## config.mk

```make
export PLATFORM = sky130hd
export DESIGN_NAME = clkdist_seq_ctrl
export DESIGN_NICKNAME = d
export VERILOG_FILES = /design/src/rtl/clkdist_seq_ctrl.sv
export SDC_FILE = /design/constraint.sdc
export NUM_CORES = 1
export LEC_CHECK = 0
export ABC_AREA = 1
export BUFFER_PORTS_ARGS = -buffer_cell sky130_fd_sc_hd__buf_2
export CORE_UTILIZATION = 51
export DETAILED_ROUTE_END_ITERATION = 12
export PLACE_DENSITY = 0.81
export SYNTH_ARGS = -nofsm -noshare
export SYNTH_HDL_FRONTEND = slang
export SYNTH_SLANG_ARGS = --single-unit
```

## constraint.sdc

```tcl
create_clock -name clkin -period 4.9 [get_ports clkin]
set_input_delay 0.98 -clock clkin [delete_from_list [all_inputs] [get_ports clkin]]
set_output_delay 0.98 -clock clkin [all_outputs]
set_load 0.01 [all_outputs]
```

## src/rtl/clkdist_seq_ctrl.sv

```systemverilog
// clkdist_seq_ctrl
// Power-up / power-down sequencer for a bank of clock-distribution buffers.
// A reference bias is enabled first and given time to settle. The channels
// are then switched on one at a time in a fixed order, with a fixed spacing
// between steps. Power-down switches them off in reverse order and drops the
// bias last. A request that reverses direction mid-ramp turns the ramp around
// from the current position and does not restart it.
//
// Ports
//   clkin       sole clock, rising edge
//   rstb        asynchronous active-low reset
//   pdb         power-down-bar request, asynchronous to clkin (synchronized here)
//   therm_mask  per-thermometer-channel allow (1 = may be enabled)
//   bin_mask    per-binary-channel allow
//   atb_ena     analog test bus selection code
//   bias_en     reference bias path enable
//   en_therm    thermometer channel buffer enables
//   en_bin      binary channel buffer enables
//   atb_sel     one-hot ATB mux select (all zero while bias is off)
//   ready       all permitted channels on and stable
//   busy        sequencer in SETTLE, RAMP or DOWN
module clkdist_seq_ctrl #(
    parameter int N_THERM = 17,
    parameter int N_BIN   = 7,
    parameter int SETTLE  = 8,
    parameter int STAGGER = 4
) (
    input  logic               clkin,
    input  logic               rstb,
    input  logic               pdb,
    input  logic [N_THERM-1:0] therm_mask,
    input  logic [N_BIN-1:0]   bin_mask,
    input  logic [1:0]         atb_ena,
    output logic               bias_en,
    output logic [N_THERM-1:0] en_therm,
    output logic [N_BIN-1:0]   en_bin,
    output logic [3:0]         atb_sel,
    output logic               ready,
    output logic               busy
);
    localparam int NT   = N_THERM + N_BIN;
    localparam int PW   = $clog2(NT + 1);
    localparam int TMAX = (SETTLE > STAGGER) ? SETTLE : STAGGER;
    localparam int TW   = $clog2(TMAX + 1);

    localparam logic [PW-1:0] PTR_FULL    = PW'(NT);
    localparam logic [TW-1:0] SETTLE_LAST = TW'(SETTLE - 1);
    localparam logic [TW-1:0] STEP_LAST   = TW'(STAGGER - 1);
    localparam logic [TW-1:0] TMR_SAT     = TW'(TMAX);

    localparam logic [2:0] S_OFF    = 3'd0;
    localparam logic [2:0] S_SETTLE = 3'd1;
    localparam logic [2:0] S_RAMP   = 3'd2;
    localparam logic [2:0] S_ON     = 3'd3;
    localparam logic [2:0] S_DOWN   = 3'd4;

    logic              pdb_m_q, pdb_s_q;
    logic [2:0]        state_q, state_d;
    logic [PW-1:0]     ptr_q, ptr_d;
    logic [TW-1:0]     tmr_q, tmr_d, tmr_inc;

    logic               bias_en_d, ready_d, busy_d;
    logic [3:0]         atb_sel_d;
    logic [N_THERM-1:0] en_therm_d;
    logic [N_BIN-1:0]   en_bin_d;

    // Two-flop synchronizer for the asynchronous power-down-bar request.
    always_ff @(posedge clkin or negedge rstb) begin
        if (!rstb) begin
            pdb_m_q <= 1'b0;
            pdb_s_q <= 1'b0;
        end else begin
            pdb_m_q <= pdb;
            pdb_s_q <= pdb_m_q;
        end
    end

    // One timer serves as both the settle timer and the step timer. The
    // states that use them are mutually exclusive, and the timer is cleared
    // on every state change. It saturates and never wraps.
    always_comb begin
        state_d = state_q;
        ptr_d   = ptr_q;
        tmr_d   = tmr_q;
        tmr_inc = (tmr_q == TMR_SAT) ? tmr_q : tmr_q + 1'b1;
        case (state_q)
            S_OFF: begin
                if (pdb_s_q) begin
                    state_d = S_SETTLE;
                    tmr_d   = '0;
                end
            end
            S_SETTLE, S_RAMP, S_ON: begin
                if (!pdb_s_q) begin
                    // The first step down happens on the same edge the
                    // request is seen. With nothing enabled yet, go straight
                    // to OFF.
                    tmr_d = '0;
                    if (ptr_q == '0) begin
                        state_d = S_OFF;
                    end else begin
                        state_d = S_DOWN;
                        ptr_d   = ptr_q - 1'b1;
                    end
                end else if (state_q == S_SETTLE) begin
                    if (tmr_q >= SETTLE_LAST) begin
                        state_d = S_RAMP;
                        ptr_d   = PW'(1);
                        tmr_d   = '0;
                    end else begin
                        tmr_d = tmr_inc;
                    end
                end else if (state_q == S_RAMP) begin
                    if (tmr_q >= STEP_LAST) begin
                        tmr_d = '0;
                        if (ptr_q < PTR_FULL) ptr_d = ptr_q + 1'b1;
                    end else begin
                        tmr_d = tmr_inc;
                    end
                end
                // Enter ON on the same edge the last position is enabled.
                if ((state_d == S_RAMP) && (ptr_d == PTR_FULL)) state_d = S_ON;
            end
            S_DOWN: begin
                if (pdb_s_q) begin
                    // Turn around from the current position. A full step
                    // interval passes before the next increment.
                    state_d = S_RAMP;
                    tmr_d   = '0;
                end else if (ptr_q == '0) begin
                    state_d = S_OFF;
                    tmr_d   = '0;
                end else if (tmr_q >= STEP_LAST) begin
                    ptr_d = ptr_q - 1'b1;
                    tmr_d = '0;
                end else begin
                    tmr_d = tmr_inc;
                end
            end
            default: begin
                state_d = S_OFF;
                ptr_d   = '0;
                tmr_d   = '0;
            end
        endcase
    end

    // Outputs are registered from next-state, so they change on the same edge
    // as the state and pointer. The masks only gate the enables. A masked
    // channel still takes up its step slot, so the ramp timing does not
    // depend on the masks.
    assign bias_en_d = (state_d != S_OFF);
    assign ready_d   = (state_d == S_ON);
    assign busy_d    = (state_d == S_SETTLE) || (state_d == S_RAMP) || (state_d == S_DOWN);
    assign atb_sel_d = bias_en_d ? (4'b0001 << atb_ena) : 4'b0000;

    for (genvar k = 0; k < N_THERM; k++) begin : g_therm
        localparam logic [PW-1:0] K = PW'(k);
        assign en_therm_d[k] = (K < ptr_d) && therm_mask[k];
    end

    for (genvar b = 0; b < N_BIN; b++) begin : g_bin
        localparam logic [PW-1:0] K = PW'(N_THERM + b);
        assign en_bin_d[b] = (K < ptr_d) && bin_mask[b];
    end

    always_ff @(posedge clkin or negedge rstb) begin
        if (!rstb) begin
            state_q  <= S_OFF;
            ptr_q    <= '0;
            tmr_q    <= '0;
            bias_en  <= 1'b0;
            ready    <= 1'b0;
            busy     <= 1'b0;
            atb_sel  <= 4'b0000;
            en_therm <= '0;
            en_bin   <= '0;
        end else begin
            state_q  <= state_d;
            ptr_q    <= ptr_d;
            tmr_q    <= tmr_d;
            bias_en  <= bias_en_d;
            ready    <= ready_d;
            busy     <= busy_d;
            atb_sel  <= atb_sel_d;
            en_therm <= en_therm_d;
            en_bin   <= en_bin_d;
        end
    end

endmodule

```

==> results of run 1 <==
-- path summary, 6_finish.rpt --
| path | startpoint | to | slack (ns) | cells past startpoint |
|---|---|---|---|---|
| min in group asynchronous | rstb | en_therm[9] | 0.85 | 1 |
| worst min-delay path | pdb_m_q | pdb_s_q | 0.35 | 0 |
| worst max-delay path | ptr_q[1] | en_therm[10] | 2.56 | 10 |
| worst min register to register | pdb_m_q | pdb_s_q | 0.35 | 0 |
| worst max register to register | ptr_q[1] | en_therm[10] | 2.56 | 10 |
| max in group asynchronous | rstb | pdb_s_q | 3.41 | 1 |
-- worst reg2reg max path: cells and delay by family (launching register included) --
| kind | cells | cell delay [ns] |
|---|---|---|
| AO/OA/AOI/OAI | 2 | 0.49 |
| adder cells (fa/ha/maj) | 1 | 0.28 |
| buffers and inverters | 1 | 0.21 |
| flip-flops | 1 | 0.41 |
| AND/OR/NAND/NOR | 6 | 0.84 |
-- through the flow --
step	instances	setup slack, ns	power [uW]	cell area (um^2)	hold slack (ns)
floorplan	322	3.04	1410	2520	0.331
global placement	444	2.61	1710	2880	0.338
detailed placement	444	2.62	1730	2880	0.336
CTS	451	2.61	1950	2960	0.354
global route	451	2.43	2120	2960	0.366
finish	451	2.56	1960	2960	0.350
-- per-layer routing --
layer	track usage [%]	up-vias	share of wire, %
li1	-	1120	-
met3	4.17	10	6.8
met5	0	-	0
met2	40.1	103	48
met4	7.84	0	1.3
met1	33.4	1067	44
-- power by group through the flow --
stage / sequential, uW / clock, uW / combinational [uW]
2_1_floorplan: 621 / 0 / 792
3_3_place_gp: 587 / 0 / 1120
3_5_place_dp: 591 / 0 / 1140
4_1_cts: 585 / 224 / 1140
5_1_grt: 600 / 242 / 1280
6_report: 589 / 218 / 1150
-- cell families after synthesis --
logic type	count (synthesis)	synth area share, %
buffers and inverters	63	10.1
adders and majority gates	4	1.98
and+or+nand+nor	176	34.0
DFF	45	44.6
AOI/OAI and AO/OA	33	9.02
xor gates and xnor gates	1	0.347
-- registers in the layout (all words and copies together) (netlist names) --
signal    cells
state_q       3
en_therm     17
atb_sel       4
ready         1
pdb_s_q       1
pdb_m_q       1
bias_en       1
ptr_q         5
tmr_q         4
en_bin        7
busy          1
-- cells in the final DEF, fill, tap and decap left out, types with 2 or more instances in the layout --
cell type  Yosys  layout
inv_1         48      48
and2_1         2       2
nand2_4        4       4
nor2_4         2       2
nor3_1         2       2
o21ai_0        8       8
inv_2          9       9
nand3_2        4       4
nor2_1        38      38
nand2_1       72      72
buf_2          2      59
nand4_1        4       4
ha_1           4       4
nand3_1       24      24
nor2_2         5       5
nand2_2       15      15
dfrtp_1       45      45
clkbuf_8       0       5
o22ai_1        3       3
o21ai_1        2       2
a21oi_1       11      11
-- cell type report --
class | instances | area (um^2) | share of cell area, %
Clock buffer | 6 | 72.6 | 2.45
Inverter | 59 | 225 | 7.62
Timing Repair Buffer | 59 | 295 | 9.99
Sequential cell | 45 | 1130 | 38.1
Tap cell | 67 | 83.8 | 2.84
Clock inverter | 1 | 8.76 | 0.296
Multi-Input combinational cell | 214 | 1140 | 38.7
==> results.sh, run 1 <==
export IMPL_rsz0062_at_grt="no"
export IMPL_critical_path_class="reg2reg"
export IMPL_drt_total_wl_mm=6.01
export IMPL_vias=2300
export IMPL_min_period_over_period_pct=47.8
export IMPL_yosys_area_top_type="dfrtp_1"
export IMPL_yosys_most_used_dff="dfrtp_1"
export IMPL_pwr_share_comb_pct=58.7
export IMPL_grt_max_degree=46
export IMPL_clockBufferDepth=2
export IMPL_slew_headroom_pct=32.8
export IMPL_cp_start_kind="flip-flop"
export IMPL_max_cap_violations=0
export IMPL_finalHoldViolations=0
export IMPL_holdBufCountCts=0
export IMPL_area_growth_pct=17.1
export IMPL_crit_required_ns=5.07
export IMPL_cts_tree="yes"
export IMPL_io_pins=60
export IMPL_initial_core_util_pct=53.1
export IMPL_synthesis_area_um2=2520
export IMPL_clock_skew_final_ns=0.00726
export IMPL_ys_seq_area_share_pct=44.6
export IMPL_clkPwrFrac_pct=11.2
export IMPL_grt_pass1_vias=2189
export IMPL_worstPathArrival_ns=2.52
export IMPL_synth_cell_type_count=38
export IMPL_gp_congestion=1.03
export IMPL_synthTopCellsByCount="72 x nand2_1, 48 x inv_1, 45 x dfrtp_1"
export IMPL_worst_setup_path_end_kind="flip-flop"
export IMPL_via_per_inst=5.10
export IMPL_cts_root_buffer="clkbuf_8"
export IMPL_pwr_share_seq_pct=30.1
export IMPL_drt_wirelength_per_cell_um=13.3
export IMPL_core_um2=4750
export IMPL_clock_sinks=45
export IMPL_slowest_delay_ns=0.41
export IMPL_final_util_pct=62.2
export IMPL_leakagePower_uw=0.00167
export IMPL_switchingPower_uw=969
export IMPL_grt_pass1_wl_mm=9.96
export IMPL_synth_async_reset_ratio_pct=100
export IMPL_hp_class="reg2reg"
export IMPL_setup_viol=0
export IMPL_cp_common_cell="nand2_2"
export IMPL_grt_overflow_total=0
export IMPL_die_x_um=72.4
export IMPL_crit_slowest_cell="dfrtp_1"
export IMPL_synthCells=322
export IMPL_drive_gt1_share_pct=29.9
export IMPL_dieHeight_um=72.4
export IMPL_final_antenna_net_count=0
export IMPL_avgSynthCellArea_um2=7.84
export IMPL_fin_crit_ns=2.34
export IMPL_outcome="complete, no violations"
export IMPL_antenna_found_initial=0
export IMPL_portBuffers=59
export IMPL_grt_usage_pct=24.5
export IMPL_cts_setup_buffers=0
export IMPL_synth_fp_nets=355
export IMPL_drt_iter0_drc=286
export IMPL_fin_tns_setup_ns=0
export IMPL_synth_edf_count=0
export IMPL_cts_made_buffers=5
export IMPL_cp_cell_sequence="inv_1, ha_1, nand3_2, nand2_1, or2_2, nand2_2, a21oi_4, nand2_2, a21oi_1, nor2_1"
export IMPL_fillers=424
export IMPL_hpwl_mm=4.70
export IMPL_drv_slew=0
export IMPL_path_clk_slew_ns=0.08
export IMPL_ys_ff_latch=45
export IMPL_worstPathMaxFanout=6
export IMPL_swShare_pct=49.6
export IMPL_vdd_drop_max_uv=381
export IMPL_crit_buf_inv=1
export IMPL_drtPass1Iterations=5
export IMPL_yosysMostFrequentCell="nand2_1"
export IMPL_post_cts_resized=0
export IMPL_synthTopCellsByArea="dfrtp_1 45%, nand2_1 11%, inv_1 7.1%"
export IMPL_fin_nets=417
export IMPL_tightest_slew_ns=1.01
export IMPL_die_area_um2=5240
export IMPL_antenna_cells=0
export IMPL_worstSkewPairLatency_ns=0.29
export IMPL_yosysTopAreaCellShare_pct=44.6
export IMPL_critical_path_top_delay_family="simple AND/OR/NAND/NOR gates"
export IMPL_fmax_mhz=427
export IMPL_internal_power_uw=986
export IMPL_htree_levels=2
export IMPL_powerDensity_nw_per_um2=661
export IMPL_std_cell_rows=25
export IMPL_drc_errors=0
export IMPL_yosysWarnings=0
No activity file was read; power rests on OpenSTA's default activity.
==> run 2: changes to the inputs <==
- CORE_UTILIZATION: 51 -> 48
- PLACE_DENSITY: 0.81 -> 0.8
- clock period: 4.9 -> 1.9 ns (I/O delays scaled with it)
==> results.sh, run 2 (synthesized netlist as in run 1, its figures left out) <==
export IMPL_outcome="finished with violations"
export IMPL_violations="setup timing"
export IMPL_via_per_inst=5.24
export IMPL_powerDensity_nw_per_um2=1880
export IMPL_clock_sinks=45
export IMPL_grt_overflow_total=0
export IMPL_worstSkewPairLatency_ns=0.31
export IMPL_worstPathMaxFanout=5
export IMPL_core_um2=5070
export IMPL_die_x_um=74.5
export IMPL_worst_setup_path_end_kind="flip-flop"
export IMPL_drv_slew=0
export IMPL_die_area_um2=5550
export IMPL_path_clk_slew_ns=0.09
export IMPL_reg_top3="en_therm (17), en_bin (7), ptr_q (5)"
export IMPL_cts_tree="yes"
export IMPL_hp_class="in2async"
export IMPL_largest_register_ffs=17
export IMPL_drc_errors=0
export IMPL_antenna_found_initial=0
export IMPL_setup_ws_ns=-0.117
export IMPL_clockBufferDepth=2
export IMPL_final_antenna_net_count=0
export IMPL_holdBufCountCts=0
export IMPL_dp_slack_ns=-0.101
export IMPL_cts_root_buffer="clkbuf_8"
export IMPL_final_area_um2=3610
export IMPL_hpwl_mm=4.75
export IMPL_drt_wirelength_per_cell_um=14.9
export IMPL_multi_input_area_um2=1360
export IMPL_layout_commonest_cell="nand2_1"
export IMPL_power_total_uw=6770
export IMPL_place_area_um2=3160
export IMPL_drtPass1Iterations=5
export IMPL_fin_nets=465
export IMPL_fin_cells=503
export IMPL_io_pins=60
export IMPL_drt_total_wl_mm=7.51
export IMPL_drive_gt1_share_pct=48.3
export IMPL_antenna_cells=0
export IMPL_placedCellCount=484
export IMPL_std_cell_rows=26
export IMPL_vias=2636
export IMPL_grt_pass1_wl_mm=10.4
export IMPL_portBuffers=59
export IMPL_crit_required_ns=2.10
export IMPL_grt_max_degree=46
export IMPL_final_cell_mix="64 x nand2_1, 59 x buf_2, 45 x buf_4, 41 x inv_1, 41 x dfrtp_1"
export IMPL_htree_levels=2
export IMPL_dieHeight_um=74.5
export IMPL_finalHoldViolations=0
export IMPL_tightest_slew_ns=0.575
export IMPL_worstPathArrival_ns=2.22
export IMPL_fillers=360
export IMPL_reg2reg_depth=10
export IMPL_area_growth_pct=43.1
export IMPL_fmax_mhz=496
export IMPL_drt_iter0_drc=161
export IMPL_max_cap_violations=0
export IMPL_clock_skew_final_ns=0.00752
export IMPL_slowest_delay_ns=0.48
export IMPL_seq_area_um2=1130
export IMPL_min_period_over_period_pct=106
export IMPL_critical_path_class="reg2reg"
export IMPL_cp_cell_sequence="nor2_4, inv_2, nor2_1, inv_2, o22ai_2, inv_2, nand2_2, nand3_1, nor2_1, nor2_1"
export IMPL_crit_slowest_cell="dfrtp_2"
export IMPL_leakagePower_uw=0.00196
export IMPL_gp_congestion=0.988
export IMPL_cts_made_buffers=5
export IMPL_slew_headroom_pct=61.7
export IMPL_rsz0062_at_grt="yes"
export IMPL_cp_start_kind="flip-flop"
export IMPL_vdd_drop_max_uv=1030
export IMPL_regMostFlops="en_therm"
export IMPL_grt_usage_pct=24.7
export IMPL_fin_crit_ns=2.02
export IMPL_setup_viol=20
export IMPL_grt_pass1_vias=2267
export IMPL_initial_core_util_pct=49.8
[run 2: cell types whose count changed in the layout (fill, tap and decap cells not counted), sizes merged]
cell    change
buf        +48
clkinv      -1
inv         +1
bufinv      +1
[run 2: cell type report]
cell class	count	share of cell area (%)
multi-input cells	214	37.8
flip-flops and latches	45	31.3
repair buffers	107	18.9
inverters	59	6.48
well taps	70	2.42
clock buffers	6	2.01
clock inverters	2	1.07
[run 2: final timing paths]
check / slack (ns) / from / end
worst max-delay path: -0.12 / state_q[1] / en_therm[12]
max in group asynchronous: 1.32 / rstb / state_q[1]
worst min-delay path: 0.14 / rstb / en_therm[16]
worst max register to register: -0.12 / state_q[1] / en_therm[12]
min in group clkin: 0.19 / pdb / pdb_m_q
worst min register to register: 0.41 / pdb_m_q / pdb_s_q
[run 2: power breakdown]
group          internal, uW  switching (uW)
combinational          1870            2670
sequential             1310             190
clock                   395             342
total                  3580            3200
[run 2: per-layer routing]
metal  global-route usage (%)  vias to the layer above  share of wire [%]
met5                        0                        -                  0
met2                     39.5                      146                 49
met1                     33.4                     1245                 40
met4                     8.81                        0                3.4
met3                     4.88                       30                7.6
li1                         -                     1215                  -
[run 2: critical path, delay by kind of cell, from the launching register on]
family / cells / cell delay (ns)
AO/OA/AOI/OAI: 1 / 0.26
flip-flops: 1 / 0.48
AND/OR/NAND/NOR: 6 / 0.94
buffers and inverters: 3 / 0.22
[run 2: what timing repair did]
action / CTS / global route
buffers inserted: 2 / 9
gates resized for setup: 14 / 55
endpoints found under the hold margin: 0 / 0
pin swaps: 3 / 26
endpoints found under the setup margin: 23 / 29
[run 2: stage by stage]
stage	util [%]	hold slack [ns]	setup TNS [ns]
floorplan	-	0.0844	0
global placement	62.2	0.332	-0.406
detailed placement	62.2	0.371	-0.728
CTS	65.6	0.180	-0.00799
global route	71.2	0.187	-3.12
finish	71.2	0.144	-1.07
==> run 3: changes to the inputs <==
- CAP_MARGIN: default -> 25
- CORE_UTILIZATION: 48 -> 51
- PLACE_DENSITY: 0.8 -> 0.81
- REMOVE_ABC_BUFFERS: default -> 1
- clock period: 1.9 -> 2.5 ns (I/O delays scaled with it)
==> results.sh, run 3 (synthesized netlist as in run 1, its figures left out) <==
export IMPL_critical_path_top_delay_family="simple AND/OR/NAND/NOR gates"
export IMPL_outcome="complete, no violations"
export IMPL_crit_slowest_cell="dfrtp_1"
export IMPL_worstSkewPairLatency_ns=0.30
export IMPL_htree_levels=2
export IMPL_holdBufCountCts=0
export IMPL_antenna_cells=0
export IMPL_cts_root_buffer="clkbuf_8"
export IMPL_grt_usage_pct=24.0
export IMPL_final_antenna_net_count=0
export IMPL_r2r_end="en_therm[4]"
export IMPL_final_cell_mix="72 x nand2_1, 59 x buf_2, 48 x inv_1, 45 x dfrtp_1, 38 x nor2_1"
export IMPL_worstPathArrival_ns=2.49
export IMPL_grt_pass1_vias=1995
export IMPL_cts_made_buffers=5
export IMPL_critical_path_class="reg2reg"
export IMPL_die_area_um2=5240
export IMPL_pwr_share_seq_pct=29.8
export IMPL_fmax_mhz=436
export IMPL_grt_pass1_wl_mm=9.56
export IMPL_internal_power_uw=1940
export IMPL_drive_gt1_share_pct=30.2
export IMPL_drt_iter0_drc=185
export IMPL_powerDensity_nw_per_um2=1280
export IMPL_worstPathMaxFanout=6
export IMPL_fin_tns_setup_ns=0
export IMPL_initial_core_util_pct=53.1
export IMPL_crit_required_ns=2.70
export IMPL_cp_cell_sequence="inv_1, ha_1, nand3_2, nand2_1, or2_2, nand2_2, nand2_1, nand2_2, nand3_1, nor2_1, nor2_1"
export IMPL_vias=2307
export IMPL_drc_errors=0
export IMPL_slew_headroom_pct=61.0
export IMPL_portBuffers=59
export IMPL_grt_overflow_total=0
export IMPL_antenna_found_initial=0
export IMPL_fin_nets=419
export IMPL_via_per_inst=5.08
export IMPL_max_cap_violations=0
export IMPL_drt_wirelength_per_cell_um=13.1
export IMPL_drt_total_wl_mm=5.95
export IMPL_core_um2=4750
export IMPL_vdd_drop_max_uv=748
export IMPL_path_clk_slew_ns=0.08
export IMPL_grt_max_degree=46
export IMPL_min_period_over_period_pct=91.7
export IMPL_io_pins=60
export IMPL_hpwl_mm=4.59
export IMPL_tightest_slew_ns=0.585
export IMPL_leakagePower_uw=0.00168
export IMPL_cts_tree="yes"
export IMPL_worst_setup_path_end_kind="flip-flop"
export IMPL_reg_top3="en_therm (17), en_bin (7), ptr_q (5)"
export IMPL_setup_ws_ns=0.208
export IMPL_clkPwrFrac_pct=11.6
export IMPL_clockBufferDepth=2
export IMPL_regMostFlops="en_therm"
export IMPL_fin_crit_ns=2.29
export IMPL_finalHoldViolations=0
export IMPL_clock_sinks=45
export IMPL_layout_commonest_cell="nand2_1"
export IMPL_dp_slack_ns=0.258
export IMPL_timing_rr_start="ptr_q[0]"
export IMPL_post_cts_resized=0
export IMPL_setup_viol=0
export IMPL_hp_class="in2async"
export IMPL_pwr_share_comb_pct=58.6
export IMPL_fillers=446
export IMPL_largest_register_ffs=17
export IMPL_gp_congestion=0.962
export IMPL_area_growth_pct=17.8
export IMPL_r2r_setup_slack_ns=0.21
export IMPL_reg2reg_depth=11
export IMPL_die_x_um=72.4
export IMPL_switchingPower_uw=1880
export IMPL_clock_skew_final_ns=0.00276
export IMPL_std_cell_rows=25
export IMPL_drv_slew=0
export IMPL_drtPass1Iterations=6
export IMPL_swShare_pct=49.2
export IMPL_dieHeight_um=72.4
export IMPL_cts_setup_buffers=0
export IMPL_cp_start_kind="flip-flop"
export IMPL_slowest_delay_ns=0.43
export IMPL_rsz0062_at_grt="no"
export IMPL_crit_buf_inv=1
==> run 3: how the worst max path moves through the flow <==
stage                   from           end  slack (ns)  cells past startpoint
finish              ptr_q[0]   en_therm[4]        0.21                     11
global route        ptr_q[1]     en_bin[1]       0.006                     12
CTS                 ptr_q[0]     en_bin[3]        0.24                     11
detailed placement  ptr_q[0]   en_therm[4]        0.26                     11
global placement    ptr_q[1]  en_therm[10]        0.22                     10
floorplan           ptr_q[0]     en_bin[3]        0.63                     11
==> run 3: area by class of cell <==
class                   instances  area, um^2  share of cell area (%)
multi-input cells             214        1140                    38.5
well taps                      67        83.8                    2.82
clock inverters                 1        7.51                   0.252
inverters                      59         225                    7.57
clock buffers                   7        76.3                    2.57
repair buffers                 61         310                    10.4
flip-flops and latches         45        1130                    37.9
==> run 3: power by group through the flow <==
stage	Clock, uW	Combinational (uW)	Sequential (uW)
6_report	443	2230	1140
5_1_grt	478	2470	1170
4_1_cts	452	2230	1140
3_3_place_gp	0	2190	1150
2_1_floorplan	0	1520	1240
3_5_place_dp	0	2220	1150
==> run 3: metal layers <==
metal	GRT usage, %	part of all wire (%)
met1	34.4	46
met5	0	0
met4	7.41	1.2
met2	37.4	47
met3	4.17	6.0
==> run 3: through the flow <==
stage          hold slack (ns)  cell area, um^2  cells  util, %  total power [uW]
6_report                 0.277             2970    454     62.6              3820
5_1_grt                  0.293             2970    454     62.6              4120
4_1_cts                  0.293             2970    454     62.6              3820
3_5_place_dp             0.348             2890    446     60.8              3370
3_3_place_gp             0.335             2890    446     60.8              3350
2_1_floorplan            0.204             2500    318        -              2750
